--- src/rtl/mem_ctrl_pkg.sv ---
// Shared encodings for the byte-serial memory controller: transfer sizes,
// controller states and the size-to-byte-count helper.
package mem_ctrl_pkg;

    // Access size encodings as presented on lsb_size
    localparam logic [1:0] MEM_SIZE_B = 2'd0;
    localparam logic [1:0] MEM_SIZE_H = 2'd1;
    localparam logic [1:0] MEM_SIZE_W = 2'd2;

    typedef enum logic [1:0] {
        MST_IDLE  = 2'd0,
        MST_READ  = 2'd1,
        MST_WRITE = 2'd2
    } mst_state_e;

    // Number of bus byte cycles for an access; the unused encoding 3 is a word.
    function automatic logic [2:0] size_bytes(input logic [1:0] size);
        logic [2:0] n;
        case (size)
            MEM_SIZE_B: n = 3'd1;
            MEM_SIZE_H: n = 3'd2;
            default:    n = 3'd4;
        endcase
        return n;
    endfunction

endpackage

--- src/rtl/mem_ctrl.sv ---
// Byte-wide external bus controller. Arbitrates instruction fetch against the
// load/store buffer, serialises 1/2/4-byte accesses into byte cycles and
// reassembles little-endian read data. Freezes on rdy=0, aborts reads on clear,
// and holds IO stores while the UART transmit buffer is full.
module mem_ctrl
    import mem_ctrl_pkg::*;
#(
    parameter int ADDR_WIDTH = 32,
    parameter int IO_SEL_HI  = 17
) (
    input  logic                  clk,
    input  logic                  rst,
    input  logic                  rdy,
    input  logic                  clear,
    input  logic [7:0]            mem_din,
    output logic [7:0]            mem_dout,
    output logic [ADDR_WIDTH-1:0] mem_a,
    output logic                  mem_wr,
    input  logic                  io_buffer_full,
    input  logic                  if_req,
    input  logic [ADDR_WIDTH-1:0] if_addr,
    output logic                  if_done,
    output logic [31:0]           if_data,
    input  logic                  lsb_req,
    input  logic                  lsb_we,
    input  logic [ADDR_WIDTH-1:0] lsb_addr,
    input  logic [1:0]            lsb_size,
    input  logic [31:0]           lsb_wdata,
    output logic                  lsb_done,
    output logic [31:0]           lsb_rdata
);

    mst_state_e            state, state_nxt;
    logic [2:0]            cnt;        // index of the address on the bus this cycle
    logic [2:0]            cnt_inc;
    logic [2:0]            cap_n;      // byte count of the captured request
    logic [ADDR_WIDTH-1:0] cap_addr;
    logic [31:0]           cap_wdata;
    logic [31:0]           rbuf;       // bytes gathered so far
    logic [31:0]           asm_word;   // rbuf with this cycle's mem_din merged in
    logic [1:0]            byte_sel;
    logic                  src_lsb;
    logic                  prio_lsb;   // 1: LSB wins the next contention
    logic                  wr_q;
    logic                  gnt_if, gnt_lsb;
    logic                  rd_abort, rd_last;
    logic                  wr_stall, wr_last;

    function automatic logic is_io(input logic [ADDR_WIDTH-1:0] a);
        return a[IO_SEL_HI] & a[IO_SEL_HI-1];
    endfunction

    function automatic logic [7:0] get_byte(input logic [31:0] w, input logic [1:0] idx);
        return w[8*idx +: 8];
    endfunction

    // mem_din always answers the previous cycle's address, so byte cnt-1 arrives now
    assign cnt_inc  = cnt + 3'd1;
    assign byte_sel = cnt[1:0] - 2'd1;
    assign mem_wr   = wr_q & rdy & ~wr_stall;

    // Next-state, grant and per-state strobes
    always_comb begin
        state_nxt = state;
        gnt_if    = 1'b0;
        gnt_lsb   = 1'b0;
        rd_abort  = 1'b0;
        rd_last   = 1'b0;
        wr_stall  = 1'b0;
        wr_last   = 1'b0;
        asm_word  = rbuf;
        asm_word[8*byte_sel +: 8] = mem_din;
        case (state)
            MST_IDLE: begin
                if (!if_done && !lsb_done && !clear) begin
                    gnt_lsb = lsb_req & (~if_req | prio_lsb);
                    gnt_if  = if_req & (~lsb_req | ~prio_lsb);
                end
                if (gnt_lsb)
                    state_nxt = lsb_we ? MST_WRITE : MST_READ;
                else if (gnt_if)
                    state_nxt = MST_READ;
            end
            MST_READ: begin
                if (clear) begin
                    rd_abort  = 1'b1;
                    state_nxt = MST_IDLE;
                end else if (cnt == cap_n) begin
                    rd_last   = 1'b1;
                    state_nxt = MST_IDLE;
                end
            end
            MST_WRITE: begin
                wr_stall = is_io(mem_a) & io_buffer_full;
                if (!wr_stall && cnt == cap_n - 3'd1) begin
                    wr_last   = 1'b1;
                    state_nxt = MST_IDLE;
                end
            end
            default: state_nxt = MST_IDLE;
        endcase
    end

    // State register, frozen while rdy is low
    always_ff @(posedge clk) begin
        if (rst)
            state <= MST_IDLE;
        else if (rdy)
            state <= state_nxt;
    end

    // Bus drive, byte counter, read assembly and done pulses
    always_ff @(posedge clk) begin
        if (rst) begin
            mem_a     <= '0;
            mem_dout  <= '0;
            wr_q      <= 1'b0;
            if_done   <= 1'b0;
            lsb_done  <= 1'b0;
            if_data   <= '0;
            lsb_rdata <= '0;
            prio_lsb  <= 1'b1;
            src_lsb   <= 1'b0;
            cnt       <= '0;
            cap_n     <= '0;
            cap_addr  <= '0;
            cap_wdata <= '0;
            rbuf      <= '0;
        end else if (rdy) begin
            if_done  <= 1'b0;
            lsb_done <= 1'b0;
            case (state)
                MST_IDLE: begin
                    if (gnt_if || gnt_lsb) begin
                        cnt       <= '0;
                        rbuf      <= '0;
                        src_lsb   <= gnt_lsb;
                        prio_lsb  <= gnt_if;
                        cap_addr  <= gnt_lsb ? lsb_addr : if_addr;
                        mem_a     <= gnt_lsb ? lsb_addr : if_addr;
                        cap_n     <= gnt_lsb ? size_bytes(lsb_size) : 3'd4;
                        cap_wdata <= lsb_wdata;
                        if (gnt_lsb && lsb_we) begin
                            wr_q     <= 1'b1;
                            mem_dout <= lsb_wdata[7:0];
                        end
                    end
                end
                MST_READ: begin
                    if (rd_abort) begin
                        mem_a <= '0;
                    end else if (rd_last) begin
                        mem_a <= '0;
                        if (src_lsb) begin
                            lsb_done  <= 1'b1;
                            lsb_rdata <= asm_word;
                        end else begin
                            if_done <= 1'b1;
                            if_data <= asm_word;
                        end
                    end else begin
                        cnt <= cnt_inc;
                        if (cnt != 3'd0)
                            rbuf <= asm_word;
                        if (cnt_inc < cap_n)
                            mem_a <= cap_addr + ADDR_WIDTH'(cnt_inc);
                    end
                end
                MST_WRITE: begin
                    if (wr_last) begin
                        wr_q     <= 1'b0;
                        mem_a    <= '0;
                        mem_dout <= '0;
                        lsb_done <= 1'b1;
                    end else if (!wr_stall) begin
                        cnt      <= cnt_inc;
                        mem_a    <= cap_addr + ADDR_WIDTH'(cnt_inc);
                        mem_dout <= get_byte(cap_wdata, cnt_inc[1:0]);
                    end
                end
                default: begin
                    wr_q  <= 1'b0;
                    mem_a <= '0;
                end
            endcase
        end
    end

endmodule

--- config.mk ---
export PLATFORM = sky130hd
export DESIGN_NAME = mem_ctrl
export DESIGN_NICKNAME = d
export VERILOG_FILES = /design/src/rtl/mem_ctrl_pkg.sv /design/src/rtl/mem_ctrl.sv
export SDC_FILE = /design/constraint.sdc
export NUM_CORES = 1
export LEC_CHECK = 0
export CORE_MARGIN = 3
export CORE_UTILIZATION = 28
export DETAILED_ROUTE_END_ITERATION = 12
export GPL_TIMING_DRIVEN = 0
export SLEW_MARGIN = 20
export SYNTH_ARGS = -nofsm -noshare
export SYNTH_HDL_FRONTEND = slang
export SYNTH_SLANG_ARGS = --single-unit
--- constraint.sdc ---
create_clock -name clk -period 4.3 [get_ports clk]
set_clock_uncertainty 0.05 [all_clocks]
set_input_delay 0.86 -clock clk [delete_from_list [all_inputs] [get_ports clk]]
set_output_delay 0.86 -clock clk [all_outputs]
set_load 0.01 [all_outputs]
==> results.md <==
- Sorting the synthesized cells by area gives the leading types as sky130_fd_sc_hd__dfxtp_1, sky130_fd_sc_hd__nand2_1, sky130_fd_sc_hd__a21oi_1.
- The headroom to the max-slew limit is about a third.
- The biggest area contributor in the post-synthesis netlist is sky130_fd_sc_hd__dfxtp_1.
- The number of diodes added for antenna fixing is 0.
- The cell chosen for the clock root is sky130_fd_sc_hd__clkbuf_16.
- Dividing the detail-routed wire length by the instance count gives ~20 um.
- Entering global routing, the biggest net connects 14 pins.
- The area of the die is 39300 um2.
- On the final layout, the worst hold slack is 396 ps.
- For this design the static power due to leakage is roughly 4.8 nW.
- The detailed route wirelength on metal3 is ~2400 um.
- In this run the core area contains slightly below 70 standard-cell rows.
- Setup violations remaining at the end of the flow were counted as 0.
- The placer's final routability congestion estimate is slightly above 0.9.
- Static timing analysis puts the maximum clock frequency at ~250 MHz.
- In this run the biggest area consumer among cell types represents 41.2% of the synthesized area.
- Of the cells placed in the final design, the portion with a size suffix greater than 1 is between 6 and 7%.
- For the worst setup path, the data required time is 3390 ps.
- The synthesized design contains between 200 and 250 register bits.
- Wire segments on met2 add up to between 15000 and 20000 um in the final route.
- The tightest min-delay check is of the reg -> reg type.
- After clock tree synthesis, the clock-pin slew on the worst setup and hold paths is ~60 ps.
- The vertical die dimension is between 150 and 200 um.
- The number of antenna violations at the first check in global routing came to 1.
- The number of clock sinks is about 210.
- The number of enable flip-flop cells after synthesis is 0.
- The buffer levels on the longest clock path is 3.
- The TritonCTS clock tree is done.
- The number of different library cells used by synthesis comes to 69.
- STA classifies the critical path startpoint as a primary input.
- The transition time of the tightest slew-check pin is slightly above 1000 ps.
- After detailed routing, the total wire length is 38500 um.
- At the placement stage, the worst setup path has a slack of -60.8 ps.
- The average cell area after synthesis is around 8.4 um2.
- The via count of the first global-routing pass was 10.2k.
- Before antenna repair, the detailed router went through 5 iterations.
- The post-synthesis instance area is approximately 10000 um2.
- Global routing used a little under a fifth of the available tracks across all layers.
- Ranked by instance count, the synthesized netlist is headed by sky130_fd_sc_hd__dfxtp_1, sky130_fd_sc_hd__nand2_1, sky130_fd_sc_hd__a21oi_1, sky130_fd_sc_hd__nor2_1, sky130_fd_sc_hd__a211oi_1.
- The placed instances occupy a cell area of about 13000 um2.
- Setup repair after global routing left no endpoint under its margin.
- With fillers left out, the area of the finished cells amounts to approximately 14000 um2.
- After synthesis, flip-flops and latches occupy between 40% and 50% of the total area.
- The number of nets at the end of the flow is between 1.5k and 2k.
- The starting density of the core is ~29%.
- The number of hold violations in the final report is 0.
- Relative to the synthesized area, the layout overhead comes to 35.7%.
- TritonCTS created 26 clock buffers.
- The number of warning messages in the yosys log is 0.
- The count of buffers added on input and output ports is roughly 220.
- The first global-routing pass estimated just under 60000 um of wire.
- The type of destination of the critical path is an output pin.
- The number of nets in the synthesized netlist is approximately 1.4k.
- The number of vias per cell after detailed routing is roughly 5.3.
- The horizontal die dimension is around 200 um.
- Data on the critical path arrives at its endpoint at 3150 ps.
- The worst setup path is of the in -> out kind.
- The remaining design rule violation count is 0.
- After filler insertion, the fill cell instance count of the layout stands at around 3.6k.
- The maximum vdd drop is between 0.2 and 0.25 mV.
- For this run, asynchronously set or reset flops after synthesis account for 0%.
- The detailed router used layers up to and including met5.
- The final global-route overflow total is 0.
- The final-report max-slew violation count is 0.
- The total number of H-tree levels is 1.
- The dominant synthesized flop cell is sky130_fd_sc_hd__dfxtp_1.
- The number of vias after detailed routing is 10.4k.
- The cell depth of the worst flop-to-flop path is 9.
- The detailed router put a total of between 15000 and 20000 um of wire on met1.
- The HPWL after detailed placement is roughly 30000 um.
- The run finished with clean final reports.
- The maximum net fanout on the critical path is 10.
- The synthesized netlist cell count is between 1k and 1.5k.
- Across the run, the number of max-cap violations was 0.
- By instance count, the leading cell after synthesis is sky130_fd_sc_hd__dfxtp_1.
- At the later pin of the worst-skew pair, clock insertion delay measures approximately 540 ps.
- After layout, the worst setup slack is 241 ps.
- The first routing iteration left about 750 violations.
- For this design the ratio of total power to cell area is ~370 nW/um2.
- The top-level port count is 221.
- The remaining antenna violation count after routing is 0.
- The share of the cycle needed by the critical path after routing is between 90 and 100%.
- The worst hold path passes through 2 cells.
- Subtracting the final worst setup slack from the clock period gives around 4100 ps.
- After floorplanning, the core was sized to cover approximately 36000 um2.
worst max-delay path, cell delays in order:
cell                              delay, ps
sky130_fd_sc_hd__clkdlybuf4s50_1        460
sky130_fd_sc_hd__nand3_1                220
sky130_fd_sc_hd__o21ai_1                400
sky130_fd_sc_hd__clkbuf_2               300
sky130_fd_sc_hd__clkbuf_1               310
sky130_fd_sc_hd__nor2_1                 100
sky130_fd_sc_hd__clkdlybuf4s50_1        500
through the flow:
step	utilization [%]	setup TNS [ps]	instances	total power [mW]
6_report	39.0	0	1965	5.21
5_1_grt	39.0	0	1965	5.38
4_1_cts	39.0	0	1965	5.23
3_5_place_dp	36.5	-60.8	1917	2.90
3_3_place_gp	36.5	-35.4	1917	2.89
2_1_floorplan	-	0	1237	2.54
state kept, by name, indices dropped and copies added (netlist names):
register   flops
lsb_done       1
rbuf          32
cap_addr      32
if_data       32
mem_a         32
prio_lsb       1
src_lsb        1
lsb_rdata     32
state          2
cnt            3
cap_wdata     32
cap_n          3
mem_dout       8
wr_q           1
if_done        1
final cells by class:
class | count | area, um2 | area share (%)
Buffer | 98 | 415 | 2.96
Clock buffer | 33 | 728 | 5.18
Clock inverter | 15 | 195 | 1.39
Inverter | 19 | 71.3 | 0.507
Multi-Input combinational cell | 907 | 5610 | 39.9
Sequential cell | 213 | 4260 | 30.3
Tap cell | 461 | 577 | 4.10
Timing Repair Buffer | 219 | 2190 | 15.6
cells in the final DEF (no fill, tap or decap), types with 15 or more instances in the layout:
cell                              netlist  layout
sky130_fd_sc_hd__nor3_1                16      16
sky130_fd_sc_hd__xor2_1                18      18
sky130_fd_sc_hd__a22oi_1               20      20
sky130_fd_sc_hd__nand2_1              195     195
sky130_fd_sc_hd__inv_1                 17      17
sky130_fd_sc_hd__nand4_1               23      23
sky130_fd_sc_hd__clkdlybuf4s50_1        0     219
sky130_fd_sc_hd__clkbuf_1              58      61
sky130_fd_sc_hd__clkbuf_16              0      27
sky130_fd_sc_hd__dfxtp_1              213     213
sky130_fd_sc_hd__a211oi_1              68      68
sky130_fd_sc_hd__a311oi_1              32      32
sky130_fd_sc_hd__nand3_1               22      22
sky130_fd_sc_hd__or3_1                 21      21
sky130_fd_sc_hd__mux2i_1               15      15
sky130_fd_sc_hd__ha_1                  17      17
sky130_fd_sc_hd__buf_2                 25      25
sky130_fd_sc_hd__a21oi_1              120     120
sky130_fd_sc_hd__nor2_1               107     106
sky130_fd_sc_hd__nor2b_1               34      34
sky130_fd_sc_hd__nand3b_1              32      32
sky130_fd_sc_hd__o2bb2ai_1             22      22
sky130_fd_sc_hd__o31ai_1               18      18
report_power, final:
group / internal [mW] / switching, mW
clock network: 1.44 / 0.898
registers: 2.05 / 0.0664
logic: 0.321 / 0.430
final timing paths:
check / slack [ps] / from / end
min: 400 / rbuf[27] / rbuf[27]
min reg2reg: 400 / rbuf[27] / rbuf[27]
max: 240 / io_buffer_full / mem_wr
max reg2reg: 500 / cnt[0] / rbuf[24]
kinds of logic after synthesis:
logic type | Yosys count | synth area share [%]
AO/OA/AOI/OAI | 341 | 22.5
adder cells (fa/ha/maj) | 18 | 2.25
XOR/XNOR | 25 | 2.25
buffers and inverters | 117 | 4.69
flip-flops | 213 | 41.2
AND/OR/NAND/NOR | 492 | 23.1
multiplexers | 31 | 4.06
metal layers:
layer / up-vias / track usage, %
met1: 4957 / 25.4
li1: 4999 / -
met5: - / 0
met3: 68 / 2.77
met2: 382 / 31.4
met4: 2 / 5.66
timing repair:
item,4_1_cts,5_1_grt
cloned,0,0
resized for setup,1,3
setup buffers,0,0
hold buffers,0,0
setup endpoints to repair,1,11
(Power assumes the default switching activity.)
